[src/rtl/ctrl_pipe.sv]
// Control-bundle pipeline (ID->EX->MEM->WB) with load-use stall, bubble and squash logic.
// Optional performance counters are built when CTRL_PIPE_PERF_EN is defined.
module ctrl_pipe (
    input  logic        clk,
    input  logic        rst_n,
    input  logic        id_valid,
    input  logic        id_branch,
    input  logic        id_jump,
    input  logic        id_reg_dst,
    input  logic        id_we_reg,
    input  logic        id_alu_src,
    input  logic        id_we_dm,
    input  logic        id_dm2reg,
    input  logic [1:0]  id_alu_op,
    input  logic [4:0]  id_rs,
    input  logic [4:0]  id_rt,
    input  logic [4:0]  id_rd,
    input  logic        ex_branch_taken,
    output logic        stall_id,
    output logic        flush_ifid,
    output logic        ex_valid,
    output logic        ex_branch,
    output logic        ex_jump,
    output logic        ex_reg_dst,
    output logic        ex_alu_src,
    output logic        ex_we_dm,
    output logic        ex_dm2reg,
    output logic        ex_we_reg,
    output logic [1:0]  ex_alu_op,
    output logic [4:0]  ex_wa,
    output logic        mem_valid,
    output logic        mem_we_dm,
    output logic        mem_dm2reg,
    output logic        mem_we_reg,
    output logic [4:0]  mem_wa,
    output logic        wb_valid,
    output logic        wb_dm2reg,
    output logic        wb_we_reg,
    output logic [4:0]  wb_wa,
    output logic [31:0] stall_cnt,
    output logic [31:0] flush_cnt
);

    localparam logic [4:0] LINK_REG = 5'd31;

    typedef struct packed {
        logic       valid;
        logic       branch;
        logic       jump;
        logic       reg_dst;
        logic       alu_src;
        logic       we_dm;
        logic       dm2reg;
        logic       we_reg;
        logic [1:0] alu_op;
        logic [4:0] wa;
    } ex_ctrl_t;

    typedef struct packed {
        logic       valid;
        logic       we_dm;
        logic       dm2reg;
        logic       we_reg;
        logic [4:0] wa;
    } mem_ctrl_t;

    typedef struct packed {
        logic       valid;
        logic       dm2reg;
        logic       we_reg;
        logic [4:0] wa;
    } wb_ctrl_t;

    ex_ctrl_t  r_ex;
    mem_ctrl_t r_mem;
    wb_ctrl_t  r_wb;
    ex_ctrl_t  w_id_bundle;
    ex_ctrl_t  w_ex_next;
    logic [4:0] w_wa;
    logic       w_rt_used;
    logic       w_load_use;

    always_comb begin
        if (id_jump && id_we_reg)
            w_wa = LINK_REG;
        else if (id_reg_dst)
            w_wa = id_rd;
        else
            w_wa = id_rt;
    end

    assign w_rt_used   = id_reg_dst | id_we_dm | id_branch;
    assign w_load_use  = id_valid & r_ex.valid & r_ex.dm2reg & (r_ex.wa != 5'd0)
                       & ((r_ex.wa == id_rs) | (w_rt_used & (r_ex.wa == id_rt)));
    assign w_id_bundle = '{valid: 1'b1, branch: id_branch, jump: id_jump,
                           reg_dst: id_reg_dst, alu_src: id_alu_src, we_dm: id_we_dm,
                           dm2reg: id_dm2reg, we_reg: id_we_reg, alu_op: id_alu_op, wa: w_wa};

    // A taken branch wins over load-use: the stalled instruction is wrong-path anyway.
    always_comb begin
        // NOTE: defaults first so every path assigns every output; no latches.
        w_ex_next  = '0;
        stall_id   = 1'b0;
        flush_ifid = 1'b0;
        if (ex_branch_taken) begin
            flush_ifid = 1'b1;
        end else if (w_load_use) begin
            stall_id = 1'b1;
        end else begin
            flush_ifid = id_valid & id_jump;
            if (id_valid)
                w_ex_next = w_id_bundle;
        end
    end

    // NOTE: stage registers use non-blocking assignment so all stages shift on the same edge.
    always_ff @(posedge clk or negedge rst_n) begin
        if (!rst_n) begin
            r_ex  <= '0;
            r_mem <= '0;
            r_wb  <= '0;
        end else begin
            r_ex  <= w_ex_next;
            r_mem <= '{valid: r_ex.valid, we_dm: r_ex.we_dm, dm2reg: r_ex.dm2reg,
                       we_reg: r_ex.we_reg, wa: r_ex.wa};
            r_wb  <= '{valid: r_mem.valid, dm2reg: r_mem.dm2reg,
                       we_reg: r_mem.we_reg, wa: r_mem.wa};
        end
    end

    assign ex_valid   = r_ex.valid;
    assign ex_branch  = r_ex.branch;
    assign ex_jump    = r_ex.jump;
    assign ex_reg_dst = r_ex.reg_dst;
    assign ex_alu_src = r_ex.alu_src;
    assign ex_we_dm   = r_ex.we_dm;
    assign ex_dm2reg  = r_ex.dm2reg;
    assign ex_we_reg  = r_ex.we_reg;
    assign ex_alu_op  = r_ex.alu_op;
    assign ex_wa      = r_ex.wa;
    assign mem_valid  = r_mem.valid;
    assign mem_we_dm  = r_mem.we_dm;
    assign mem_dm2reg = r_mem.dm2reg;
    assign mem_we_reg = r_mem.we_reg;
    assign mem_wa     = r_mem.wa;
    assign wb_valid   = r_wb.valid;
    assign wb_dm2reg  = r_wb.dm2reg;
    assign wb_we_reg  = r_wb.we_reg;
    assign wb_wa      = r_wb.wa;

`ifdef CTRL_PIPE_PERF_EN
    logic [31:0] r_stall_cnt;
    logic [31:0] r_flush_cnt;

    // Saturating event counters.
    always_ff @(posedge clk or negedge rst_n) begin
        if (!rst_n) begin
            r_stall_cnt <= '0;
            r_flush_cnt <= '0;
        end else begin
            if (stall_id && (r_stall_cnt != '1))
                r_stall_cnt <= r_stall_cnt + 32'd1;
            if (flush_ifid && (r_flush_cnt != '1))
                r_flush_cnt <= r_flush_cnt + 32'd1;
        end
    end

    assign stall_cnt = r_stall_cnt;
    assign flush_cnt = r_flush_cnt;
`else
    assign stall_cnt = '0;
    assign flush_cnt = '0;
`endif

endmodule

[config.mk]
export PLATFORM = sky130hd
export DESIGN_NAME = ctrl_pipe
export DESIGN_NICKNAME = d
export VERILOG_FILES = /design/src/rtl/ctrl_pipe.sv
export SDC_FILE = /design/constraint.sdc
export NUM_CORES = 1
export LEC_CHECK = 0
export CORE_ASPECT_RATIO = 1.5
export CORE_UTILIZATION = 65
export CTS_BUF_LIST = sky130_fd_sc_hd__clkbuf_4
export DETAILED_ROUTE_END_ITERATION = 10
export DONT_BUFFER_PORTS = 1
export HOLD_SLACK_MARGIN = 0.05
export PLACE_DENSITY_LB_ADDON = 0.25
export SLEW_MARGIN = 20
export SYNTH_ARGS = -nofsm -noshare
export SYNTH_HDL_FRONTEND = slang
export SYNTH_SLANG_ARGS = --single-unit
[constraint.sdc]
create_clock -name clk -period 4.49 [get_ports clk]
set_clock_uncertainty 0.1 [all_clocks]
set_input_delay 0.449 -clock clk [delete_from_list [all_inputs] [get_ports clk]]
set_output_delay 0.449 -clock clk [all_outputs]
set_load 0.005 [all_outputs]
; ---- After elaboration in Yosys (flattened, before gate mapping)
; Index checks and enable logic that the tools add are counted.
[totals]
out_inout_bits = 98
register_bits = 32
wordCells = 41
[classes]
bitwise = 9
eq_ne = 2
reduce_logical = 2
muxes = 9
[ops]
columns = cell, count
row1 = two-way mux 15 bit, 3
row2 = equality test 5 bit, 2
row3 = two-way mux 5 bit, 2
row4 = AND 1 bit, 6
row5 = nonzero test 5 bit, 1
row6 = two-way mux 1 bit, 4
row7 = bitwise OR 1 bit, 3
row8 = logical AND 1 bit, 1

; ---- Longest topological paths before layout
; Gate-level depths: netlist (run 1).
[depth]
depth_word = 7
ltp_mapped = 5

; ---- Worst setup path after synthesis (run 1)
; Ideal clock, no wire load.
[synth_path]
path_kind = register to output
from = register r_ex (netlist bit ex_wa[1])
to = output port stall_id
path_slack_ps = 2592
stages_incl_launch_ff = 5
arrival_ps = 1349
n_path_buf = 0
path_cell_list = dfrtp_1 or4_1 nor2_2 nor2_2 and3_2
[synth_via]
elab_chain_cells = 6
word_cells_on_any_way = 9
classes_between = 2 x eq/ne / 2 x mux / 4 x bitwise / 1 x reduce/logical
[synth_lines]
columns = item, line
row1 = "start, declared", 74  ; ex_ctrl_t r_ex;
row2 = "start signal, assigned", 123  ; r_ex <= w_ex_next;
row3 = equality test 5 bit, 94  ; & ((r_ex.wa == id_rs) | (w_rt_used & (r_ex.wa == id_rt)));
row4 = AND 1 bit, 94
row5 = bitwise OR 1 bit, 94
row6 = AND 1 bit (*), 94
row7 = two-way mux 1 bit (*), 107  ; end else if (w_load_use) begin
row8 = two-way mux 1 bit (*), 105  ; if (ex_branch_taken) begin
row9 = "end, declared", 19  ; output logic stall_id,
; Mark *: on every way between the ends. The rest lies on a longest branch, timed or not.

; ---- Worst setup path after layout (run 1)
[layout_path]
from = register r_ex (netlist bit ex_wa[4])
to = output port stall_id
; Same word-level chain as after synthesis.

==> metrics.csv, run 1 <==
metric;value;unit
post-place-ws;2.30;ns
grt_pass1_vias;782;
post-route-drc-count;9;
area_growth_syn_to_layout;-7.32;%
fp.dieH;65.1;um
path_depth;4;
r2r-start;ex_wa[4];
relSlewSlack;0.369;
vias;911;
synth-xor-area-share;0.0508;
fin_crit;2.54;ns
synth_edf_count;0;
cts_hold_buffers;2;
setup_slack;1.95;ns
min-delay-start;id_dm2reg;
path_cells;or4_1, nor2_2, nor2_2, and3_2;
htreeDepth;2;
port_buffers;0;
fin_crit_sh;0.565;
critical_path.most_common_cell;nor2_2;
cp_slowest_cell;nor2_2;
cap_violations;0;
startpoint;ex_wa[4];
ys_ff_latch;32;
slowest_delay;0.66;ns
cp_num_buf_inv;0;
worstSetupPathType;flip-flop to output pin;
synthAdderAreaFrac;0;
synthCells;166;
cts_resized;0;
finalPower;0.000573;W
nets;198;
peakVddDrop;0.301;mV
end_kind;output pin;
finalSetupViolCount;0;
dr.pass1.iters;8;
drt_iter0_markers;21;
r2r-end;ex_valid;
arrival;1.99;ns
via_per_inst;4.67;
cts_buffer_depth;2;
wirelength;2580;um
antenna_found_initial;0;
rows;22;
setup_tns;0;ns
yosysSeqAreaShare;0.464;
hold_viol;0;
synth_cell_types;21;
routabilityCongestion;0.764;
multiInputGateArea;656;um^2
insertedDiodeCount;0;
p_leak;0.836;nW
die_w;44.1;um
synth_top_family_by_area;buffers and inverters;
holdCritPathClass;primary input to flip-flop;
power_density;358;mW/mm^2
crit_path_start_kind;flip-flop;
final_antenna_net_count;0;
cts_tree;built;
synthSimpleGateAreaFrac;0.0769;
regArea;801;um^2
drive_gt1_frac;0.129;
cts_setup_buffers;0;
overflow;0;
ys_async_sr_fraction;1.00;
mostFrequentLayoutCells;64 x conb_1, 32 x dfrtp_1, 22 x nand2_1, 10 x xnor2_1, 10 x a21oi_2;
io_pins;126;
root_buffer;clkbuf_4;
dieArea;0.00287;mm^2
initial_core_util;0.696;
timing.fmax;394;MHz
tightest_slew;0.945;ns
drt-wirelength-per-cell;13.2;um
crit_fanout;16;
r2r_setup_slack;2.72;ns
crit_family;simple AND/OR/NAND/NOR gates;
dp_hpwl;1970;um
synth_area;0.00173;mm^2
fill_cells;202;
clk_pin_slew_worst_paths;0.10;ns
synthMuxAreaShare;0.0290;
worstPathRequired;3.94;ns
track_usage;0.189;
violations;DRC;
core;0.00248;mm^2
ys_warn_count;0;
rr_worst_depth;4;
layout_commonest_cell;conb_1;
clk_latency;0.33;ns
slew_violations;0;
ys.flop_type;dfrtp_1;
crit_end;stall_id;
cts.sinks;32;
grt_start_max_net_pins;33;
grt_pass1_wl;3760;um
avgSynthCellArea;10.4;um^2
outcome;finished with violations;
synth_compound_area_frac;0.0805;
cts_buffers;5;
rsz0062_at_grt;false;
==> routing by layer <==
layer / track usage / wire [um] / part of all wire / vias up
met5: 0 / 0 / 0 / -
met4: 0.102 / 61 / 0.024 / 0
met3: 0.0907 / 326 / 0.13 / 4
met2: 0.300 / 1420 / 0.55 / 69
met1: 0.201 / 769 / 0.30 / 428
li1: - / - / - / 410
==> cell usage after synthesis, types with 2 or more instances <==
master,n,area share
buf_4,65,0.28
dfrtp_1,32,0.46
nand2_1,22,0.048
a21oi_2,10,0.051
xnor2_1,10,0.051
a21oi_1,6,0.017
mux2i_1,5,0.029
clkbuf_1,2,0.0044
nor2_2,2,0.0073
==> cell type report <==
class	count	share of cell area
flip-flops and latches	32	0.501
multi-input cells	128	0.410
clock buffers	5	0.0235
clock inverters	3	0.0235
repair buffers	3	0.0235
well taps	24	0.0188
==> kinds of logic (layout without fill, tap and decap cells) <==
group | after synthesis | in the layout
AO/OA/AOI/OAI | 19 | 19
XOR/XNOR | 10 | 10
flip-flops | 32 | 32
multiplexers | 5 | 5
AND/OR/NAND/NOR | 30 | 30
other | 1 | 64
buffers and inverters | 69 | 11
==> power by group <==
| group | internal (W) | switching (W) |
|---|---|---|
| combinational | 0.0000189 | 0.0000369 |
| sequential | 0.000301 | 0.0000112 |
| clock | 0.000114 | 0.0000908 |
==> per-stage QoR <==
step	hold slack, ns	util	instances	area [um^2]
2_1_floorplan	0.0534	-	229	1960
3_3_place_gp	0.0539	0.603	185	1490
3_5_place_dp	0.0540	0.603	185	1490
4_1_cts	0.116	0.645	195	1600
5_1_grt	0.122	0.645	195	1600
6_report	0.129	0.645	195	1600
==> worst min-delay path by stage <==
stage,to,slack [ns],cells past startpoint
after floorplan,ex_alu_op[0],0.05,0
after global placement,ex_jump,0.05,0
after detailed placement,ex_jump,0.05,0
after CTS,ex_we_reg,0.12,2
after global routing,ex_reg_dst,0.12,2
final,ex_dm2reg,0.13,2
==> worst reg2reg max path, delay by kind of cell, from the launching register on <==
| kind | cells | cell delay, ns |
|---|---|---|
| AO/OA/AOI/OAI | 1 | 0.19 |
| flip-flops | 1 | 0.47 |
| AND/OR/NAND/NOR | 3 | 0.88 |
No activity file was read; power rests on OpenSTA's default activity.
==> inputs of run 2 (changes only) <==
- clock period: 4.49 -> 2.6 ns (I/O delays scaled with it)
==> run 2 against run 1 <==
Effect of this change:
- clock power grew 71%
- global-route usage grew 0.47 points
- critical path depth is the same
- utilization grew 4.2 points
- flip-flop and latch count stayed put
- die area unchanged
- register-to-register slack lost 2.0 ns
- the flow still finishes with violations (DRC)
- sequential share of layout area fell by 3.1 points
- worst setup slack worse by 1.6 ns
- sequential power is 73% higher
==> metrics.csv, run 2 (same netlist as run 1, synthesis figures left out) <==
metric;value;unit;change
placed_area;0.00151;mm^2;+1.0%
drt-wirelength-per-cell;13.8;um;+4.2%
end_kind;output pin;;
r2r-start;ex_wa[1];;
worstSetupPathType;flip-flop to output pin;;
min_to;ex_alu_op[0];;
dp_hpwl;2060;um;+4.9%
rows;22;;unchanged
cts_resized;0;;unchanged
root_buffer;clkbuf_4;;
fin_hold_ws;0.0801;ns;-0.0490 ns
whs_path_depth;3;;+1
htreeDepth;2;;unchanged
routabilityCongestion;0.726;;-5.0%
final_cells;206;;+5.6%
die_w;44.1;um;unchanged
overflow;0;;unchanged
rsz0062_at_grt;false;;
peakVddDrop;0.289;mV;-3.8%
tightest_slew;0.524;ns;-0.421 ns
fin_crit;2.23;ns;
cts_tree;built;;
drive_gt1_frac;0.132;;+0.00321
use_met3;0.0659;;-0.0247
holdCritPathClass;primary input to flip-flop;;
mostFrequentLayoutCells;64 x conb_1, 32 x dfrtp_1, 22 x nand2_1;;
cap_violations;0;;unchanged
final_area;0.00170;mm^2;+6.6%
slew_violations;0;;unchanged
drt_iter0_markers;38;;+81%
dp_cells;187;;+1.1%
relSlewSlack;0.650;;+0.282
clk_pin_slew_worst_paths;0.10;ns;about the same
area_growth_syn_to_layout;-1.23;%;
dr.pass1.iters;9;;+1
grt_busiest_layer;met2;;
port_buffers;0;;unchanged
dieArea;0.00287;mm^2;unchanged
grt_pass1_vias;880;;+13%
vias;999;;+9.7%
violations;DRC;;
timing.fmax;448;MHz;
met1_usage;0.199;;-0.00145
hold_viol;0;;unchanged
finalSetupViolCount;0;;unchanged
min-delay-start;ex_branch_taken;;
cts.sinks;32;;unchanged
cts_hold_buffers;11;;+9
via_per_inst;4.85;;+3.8%
io_pins;126;;unchanged
wirelength;2840;um;+10%
post-route-drc-count;8;;-1
insertedDiodeCount;0;;unchanged
layout_commonest_cell;conb_1;;
r2r_setup_slack;0.73;ns;-1.99 ns
rr_worst_depth;5;;+1
final_antenna_net_count;0;;unchanged
cts_setup_buffers;0;;unchanged
post-place-ws;0.721;ns;-1.58 ns
fin_crit_sh;0.859;;
initial_core_util;0.696;;unchanged
setup_slack;0.366;ns;-1.59 ns
nets;209;;+5.6%
arrival;1.87;ns;-0.12 ns
cts_buffer_depth;2;;unchanged
cts_buffers;5;;unchanged
core;0.00248;mm^2;unchanged
crit_path_start_kind;flip-flop;;
p_leak;0.884;nW;+5.8%
power_density;587;mW/mm^2;+64%
met2_usage;0.325;;+0.0257
worstPathRequired;2.24;ns;-1.70 ns
crit_fanout;9;;-7
grt_start_max_net_pins;33;;unchanged
fill_cells;185;;-8.4%
track_usage;0.193;;+0.00466
outcome;finished with violations;;
antenna_found_initial;0;;unchanged
fp.dieH;65.1;um;unchanged
grt_pass1_wl;4010;um;+6.6%
setup_tns;0;ns;unchanged
r2r-end;ex_valid;;
clk_latency;0.32;ns;about the same
[run 2: cell types whose count changed in the layout (fill, tap and decap cells not counted), sizes merged]
| cell | previous run | this run |
|---|---|---|
| dlygate4sd3 | 1 | 10 |
| buf | 2 | 4 |
[run 2: power breakdown]
part | internal (W) | switching, W
Sequential | 0.000520 | 0.0000204
Clock | 0.000196 | 0.000152
Combinational | 0.0000428 | 0.0000675
[run 2: worst max path at each step]
stage	end	depth (start not counted)	start	slack, ns
6_report	stall_id	4	ex_wa[3]	0.37
5_1_grt	stall_id	4	ex_wa[3]	0.26
4_1_cts	stall_id	4	ex_wa[1]	0.36
3_5_place_dp	stall_id	4	ex_wa[0]	0.72
3_3_place_gp	stall_id	4	ex_wa[1]	0.72
2_1_floorplan	stall_id	4	ex_wa[1]	0.89
[run 2: area by class of cell]
class	count	area, um^2	share of cell area
clock buffer	5	37.5	0.0220
timing repair buffer	14	143	0.0837
clock inverter	3	37.5	0.0220
sequential	32	801	0.470
tap	24	30.0	0.0176
multi-input combinational	128	656	0.385
[run 2: worst max-delay path, stage by stage, from the launching register on]
cell	delay (ns)
dfrtp_1	0.46
xnor2_1	0.22
nand4_1	0.13
o22ai_2	0.46
and3_2	0.30
[run 2: metal layers]
layer  vias to the layer above  share of wire  routed length (um)
li1                        434              -                   -
met1                       482           0.34                 967
met2                        73           0.53                1510
met3                        10           0.10                 287
met4                         0          0.026                  74
met5                         -              0                   0
[run 2: through the flow]
| step | power (W) | util |
|---|---|---|
| 3_5_place_dp | 0.000633 | 0.609 |
| 2_1_floorplan | 0.000689 | - |
| 4_1_cts | 0.00100 | 0.688 |
| 6_report | 0.00100 | 0.688 |
| 3_3_place_gp | 0.000630 | 0.609 |
| 5_1_grt | 0.00104 | 0.688 |
==> inputs of run 3 (changes only) <==
- HOLD_SLACK_MARGIN: 0.05 -> default
==> results of run 3 <==
No change in the layout: final DEF, timing and power equal those of run 2.
